<file path="config.mk">
export PLATFORM = sky130hd
export DESIGN_NAME = adder_tree_accum_ctrl
export DESIGN_NICKNAME = d
export VERILOG_FILES = /design/src/rtl/adder_tree_accum_ctrl.sv
export SDC_FILE = /design/constraint.sdc
export NUM_CORES = 1
export LEC_CHECK = 0
export ABC_AREA = 1
export CELL_PAD_IN_SITES_DETAIL_PLACEMENT = 1
export CELL_PAD_IN_SITES_GLOBAL_PLACEMENT = 2
export CORE_ASPECT_RATIO = 1.75
export CORE_MARGIN = 1
export CORE_UTILIZATION = 33
export DETAILED_ROUTE_END_ITERATION = 6
export GPL_TIMING_DRIVEN = 0
export PLACE_DENSITY_LB_ADDON = 0.05
export SLEW_MARGIN = 20
export SYNTH_ARGS = -nofsm -noshare
export SYNTH_HDL_FRONTEND = slang
export SYNTH_SLANG_ARGS = --single-unit
</file>
<file path="constraint.sdc">
create_clock -name clk -period 2.5 [get_ports clk]
set_input_delay 0.5 -clock clk [delete_from_list [all_inputs] [get_ports clk]]
set_output_delay 0.5 -clock clk [all_outputs]
set_load 0.005 [all_outputs]
</file>
<file path="src/rtl/adder_tree_accum_ctrl.sv">
// Frame reducer: a pipelined binary adder tree sums each beat, a tag pipe marks frame
// boundaries, and an accumulator emits one sum per frame. ADDER_ACCUM_ERR_EN adds dout_err.

module adder_tree #(
    parameter int DataBits = 8,
    parameter int NumWords = 4
) (
    input  logic                                  clk,
    input  logic                                  en,
    input  logic [DataBits*NumWords-1:0]          in_data,
    output logic [DataBits+$clog2(NumWords)-1:0]  sum
);
    localparam int Stages  = $clog2(NumWords);
    localparam int SumBits = DataBits + Stages;

    // Each level halves the operand count and registers its partial sums.
    for (genvar l = 0; l < Stages; l++) begin : g_lvl
        localparam int N = NumWords >> (l + 1);
        logic [SumBits-1:0] a [2*N];
        logic [SumBits-1:0] s [N];

        if (l == 0) begin : g_in
            always_comb begin
                for (int i = 0; i < 2*N; i++)
                    a[i] = SumBits'(in_data[i*DataBits +: DataBits]);
            end
        end else begin : g_prev
            assign a = g_lvl[l-1].s;
        end

        always_ff @(posedge clk) begin
            if (en) begin
                for (int i = 0; i < N; i++)
                    s[i] <= a[2*i] + a[2*i+1];
            end
        end
    end

    assign sum = g_lvl[Stages-1].s[0];
endmodule

module adder_tree_accum_ctrl #(
    parameter  int DataBits = 8,
    parameter  int NumWords = 4,
    parameter  int MaxBeats = 16,
    localparam int Stages   = $clog2(NumWords),
    localparam int SumBits  = DataBits + Stages,
    localparam int AccBits  = SumBits + $clog2(MaxBeats)
) (
    input  logic                         clk,
    input  logic                         rst,
    input  logic                         din_valid,
    output logic                         din_ready,
    input  logic                         din_last,
    input  logic [DataBits*NumWords-1:0] din_data,
    output logic                         dout_valid,
    input  logic                         dout_ready,
    output logic [AccBits-1:0]           dout_data
`ifdef ADDER_ACCUM_ERR_EN
    ,
    output logic                         dout_err
`endif
);
    localparam int CntBits = $clog2(MaxBeats + 1);
    localparam logic [0:0] ST_FIRST = 1'b0;
    localparam logic [0:0] ST_MID   = 1'b1;

    logic               advance;
    logic               accept;
    logic               eff_last;
    logic [0:0]         state;
    logic [CntBits-1:0] beat_cnt;
    logic [CntBits-1:0] beat_cnt_next;
    logic [Stages-1:0]  tag_valid;
    logic [Stages-1:0]  tag_first;
    logic [Stages-1:0]  tag_last;
    logic [SumBits-1:0] tree_sum;
    logic [AccBits-1:0] acc;
    logic [AccBits-1:0] acc_sum;
    logic               land_last;

    // A held output freezes the whole pipeline, so backpressure reaches the input.
    assign advance       = !(dout_valid && !dout_ready);
    assign din_ready     = advance && !rst;
    assign accept        = din_valid && din_ready;
    assign beat_cnt_next = (state == ST_FIRST) ? CntBits'(1) : beat_cnt + 1'b1;
    assign eff_last      = din_last || (beat_cnt_next == CntBits'(MaxBeats));

    adder_tree #(
        .DataBits (DataBits),
        .NumWords (NumWords)
    ) u_tree (
        .clk     (clk),
        .en      (advance),
        .in_data (din_data),
        .sum     (tree_sum)
    );

    always_ff @(posedge clk) begin
        if (rst) begin
            state    <= ST_FIRST;
            beat_cnt <= '0;
        end else if (accept) begin
            if (eff_last) begin
                state    <= ST_FIRST;
                beat_cnt <= '0;
            end else begin
                state    <= ST_MID;
                beat_cnt <= beat_cnt_next;
            end
        end
    end

    always_ff @(posedge clk) begin
        if (rst) begin
            tag_valid <= '0;
        end else if (advance) begin
            tag_valid[0] <= accept;
            for (int k = 1; k < Stages; k++)
                tag_valid[k] <= tag_valid[k-1];
        end
    end

    // Frame markers travel alongside the tree so they line up with its output.
    always_ff @(posedge clk) begin
        if (advance) begin
            tag_first[0] <= (state == ST_FIRST);
            tag_last[0]  <= eff_last;
            for (int k = 1; k < Stages; k++) begin
                tag_first[k] <= tag_first[k-1];
                tag_last[k]  <= tag_last[k-1];
            end
        end
    end

`ifdef ADDER_ACCUM_ERR_EN
    logic [Stages-1:0] tag_err;

    always_ff @(posedge clk) begin
        if (advance) begin
            tag_err[0] <= !din_last && (beat_cnt_next == CntBits'(MaxBeats));
            for (int k = 1; k < Stages; k++)
                tag_err[k] <= tag_err[k-1];
        end
    end
`endif

    assign acc_sum   = (tag_first[Stages-1] ? '0 : acc) + AccBits'(tree_sum);
    assign land_last = tag_valid[Stages-1] && tag_last[Stages-1];

    // A landing result refills dout in the same cycle it is taken, so no bubble appears.
    always_ff @(posedge clk) begin
        if (rst) begin
            acc        <= '0;
            dout_valid <= 1'b0;
            dout_data  <= '0;
`ifdef ADDER_ACCUM_ERR_EN
            dout_err   <= 1'b0;
`endif
        end else if (advance) begin
            if (land_last) begin
                dout_data  <= acc_sum;
                dout_valid <= 1'b1;
                acc        <= '0;
`ifdef ADDER_ACCUM_ERR_EN
                dout_err   <= tag_err[Stages-1];
`endif
            end else begin
                dout_valid <= 1'b0;
                if (tag_valid[Stages-1])
                    acc <= acc_sum;
            end
        end
    end
endmodule

</file>
==> impl_results.md, run 1 <==
* First-pass GRT wire length at 18,100 um
* Gr ovfl total at 0
* Slew at the pin closest to its max-slew limit at 0.749 ns
* H-tree Lvls at 3
* N_diodes at 0
* Library cells used by synthesis at 32
* VDD IR max at 0.341 mV
* FMAX at 427 MHz
* Post-synthesis net count at 618
* Final Util at 0.423
* Avg WL per Cell at 14.3 um
* Relative slew slack at 0.500
* Req. time, crit path at 2.76 ns
* Synthesized area at 4270 um2
* Most frequent cells in the layout: nand2_1 (128), inv_1 (77), nor2_1 (57)
* Num ports at 53
* Worst Setup End Kind: register
* Clk Latency, worst-skew pair at 0.33 ns
* Clk root buf: clkbuf_16
* Cells after Synth at 541
* Maxcap violations at 0
* Leak at 2.41 nW
* Starting Density at 0.340
* Xor/xnor share of the synthesized area at 0.0533
* Site Rows at 54
* Vias per std cell at 4.76
* Die width at 88.0 um
* Dpl cell area at 4990 um2
* Largest net degree at the start of global routing at 34
* Slew Limit Fails at 0
* Mux share of post-synthesis cell area at 0
* Nets@finish at 683
* Die ar. at 13,400 um2
* Most common cell after layout, fill and taps aside: nand2_1
* Clk_skew at 0.00930 ns
* Area share of and/or/nand/nor cells after synthesis at 0.248
* Clock slew at reported path FFs at 0.06 ns
* WP data arrival at 2.60 ns
* Core ar. at 12,600 um2
* Count of input and output buffers at 51
* Final period utilization at 0.936
* Crit path kind: register to register
* Min Hold Slack at 0.413 ns
* TritonCTS Buffers at 9
* RSZ-0062 raised after global routing: false
* CTS tree: yes
* Detailed Place HPWL at 9100 um
* Synth-to-layout area growth at 24.5%
* Initial antenna violation count at 0
* Post-DRT Antenna Nets at 0
* Worst Setup Start Kind: register
* Sequential cell area fraction in the yosys report at 0.399
* CP Launch Point: tag_first[1]
* Fin area at 5320 um2
* Post-synth top flop: dfxtp_1
* Total wire length at 11,200 um
* Power per cell area at 699 nW/um2
* Number of flops mapped to enable cells by yosys at 32
* Main combinational cell family by area after synthesis: simple AND/OR/NAND/NOR gates
* Drt first pass iters at 4
* DR DRC count at 0
* DRT iter0 DRCs at 100
* Final Hold Vio Count at 0
* Die Y at 152 um
* Synth Warn # at 0
* Placer Congestion at 0.800
* Clock sink total at 69
* Worst r2r src: tag_first[1]
* Vias in the first global route at 3,941
* GR Util All Layers at 0.179
* Status: finished, final reports clean
* Synth Register Bits at 69
* Crit path time final at 2.34 ns
* Hold path startpoint: tag_last[0]
* Setup-failing EPs final at 0
* Async S/R FF share, synth at 0
* Compound-Gate Fraction of Synth Area at 0.0897
* Critical path peak fanout at 10
* Worst Hold Class: register to register
* Total number of vias at 3,711
* Layout cell share with drive strength beyond 1 at 0.0851
* Clock buffer depth at 2
* Mean Syn Cell Area at 7.89 um2
* Synth Area in Adders at 0.124
-- power by group --
part	internal [mW]	total (mW)	switching, mW
Clock	0.670	1.15	0.484
Combinational	0.433	1.09	0.659
Sequential	1.39	1.47	0.0775
Total	2.50	3.72	1.22
-- sequential cells by signal (all words and copies together) (netlist names) --
signal,cells
state,1
u_tree.g_lvl.s,28
dout_data,14
tag_valid,2
tag_first,2
beat_cnt,5
dout_valid,1
acc,14
tag_last,2
-- Yosys cell counts (3+ instances only) --
cell type    n  share of area
a21o_1       6          0.011
a21oi_1     39          0.046
a21oi_2      3         0.0062
buf_2        4         0.0047
dfxtp_1     37           0.17
edfxtp_1    32           0.23
fa_1         4          0.019
ha_1        36           0.11
inv_1       78          0.069
inv_2        7         0.0062
nand2_1    128           0.11
nand2_2      3         0.0044
nand3_1     31          0.036
nand3_2      5          0.012
nand4_1     14          0.021
nor2_1      57          0.050
nor2_4       3         0.0079
o21ai_0     12          0.014
xnor2_1      5          0.010
xor2_1      21          0.043
-- stage by stage --
stage	TNS (ns)	total power, mW	cells	setup WS (ns)
finish	0	3.72	779	0.160
global route	0	3.97	779	0.000872
CTS	-0.00189	3.80	777	-0.00189
detailed placement	-0.561	2.58	760	-0.179
global placement	-0.417	2.55	760	-0.143
floorplan	0	2.17	541	0.442
-- cell families (layout without fill, tap and decap cells) --
logic type,after synthesis,in the layout
AOI/OAI and AO/OA,68,68
xor gates and xnor gates,26,26
adders and majority gates,40,40
buffers and inverters,94,164
DFF,69,69
and+or+nand+nor,244,244
-- what timing repair did --
action | CTS | global route
endpoints found under the hold margin | 0 | 0
hold buffers | 0 | 0
resized for setup | 5 | 2
endpoints found under the setup margin | 6 | 7
setup buffers | 1 | 2
pin swaps | 0 | 0
-- final cells by class --
type	count	area [um2]
fillers	1539	7250
multi-input cells	378	2230
flip-flops and latches	69	1700
repair buffers	54	533
inverters	85	319
clock buffers	10	229
well taps	168	210
plain buffers	9	56.3
clock inverters	6	36.3
-- worst paths after layout --
kind | end | slack, ns | cells past startpoint
setup / recovery | acc[8] | 0.16 | 13
hold / removal | tag_last[1] | 0.41 | 0
setup reg to reg | acc[8] | 0.16 | 13
hold reg to reg | tag_last[1] | 0.41 | 0
-- routing by layer --
| layer | share of wire | vias up | track usage |
|---|---|---|---|
| met5 | 0 | - | 0 |
| met4 | 0.032 | 0 | 0.0788 |
| met3 | 0.019 | 20 | 0.0293 |
| met2 | 0.60 | 56 | 0.363 |
| met1 | 0.34 | 1753 | 0.163 |
| li1 | - | 1882 | - |
-- worst max-delay path: stages, from the launching register on --
cell      delay (ns)
edfxtp_1        0.44
buf_6           0.18
nor2_1          0.11
ha_2            0.21
inv_1           0.06
fa_2            0.35
inv_1           0.09
nand3_1         0.08
nand3_2         0.11
nand2_1         0.06
nand2_1         0.14
xor2_4          0.23
nand2_1         0.09
a21oi_2         0.11
(Power assumes the default switching activity.)
==> run 2: changes to the inputs <==
==> constraint.sdc (replaced) <==
create_clock -name clk -period 2.51 [get_ports clk]
set_input_delay 0.502 -clock clk [delete_from_list [all_inputs] [get_ports clk]]
set_output_delay 0.502 -clock clk [all_outputs]
set_load 0.005 [all_outputs]
==> results of run 2 <==
The final DEF is identical to that of run 1. Status: finished, final reports clean.
Main changes from that run: setup slack after placement -0.179 ns -> -0.169 ns; setup slack after layout 0.160 ns -> 0.170 ns; register-to-register setup slack 0.16 ns -> 0.17 ns; total power 3.72 mW -> 3.70 mW; worst IR drop on VDD 0.341 mV -> 0.340 mV
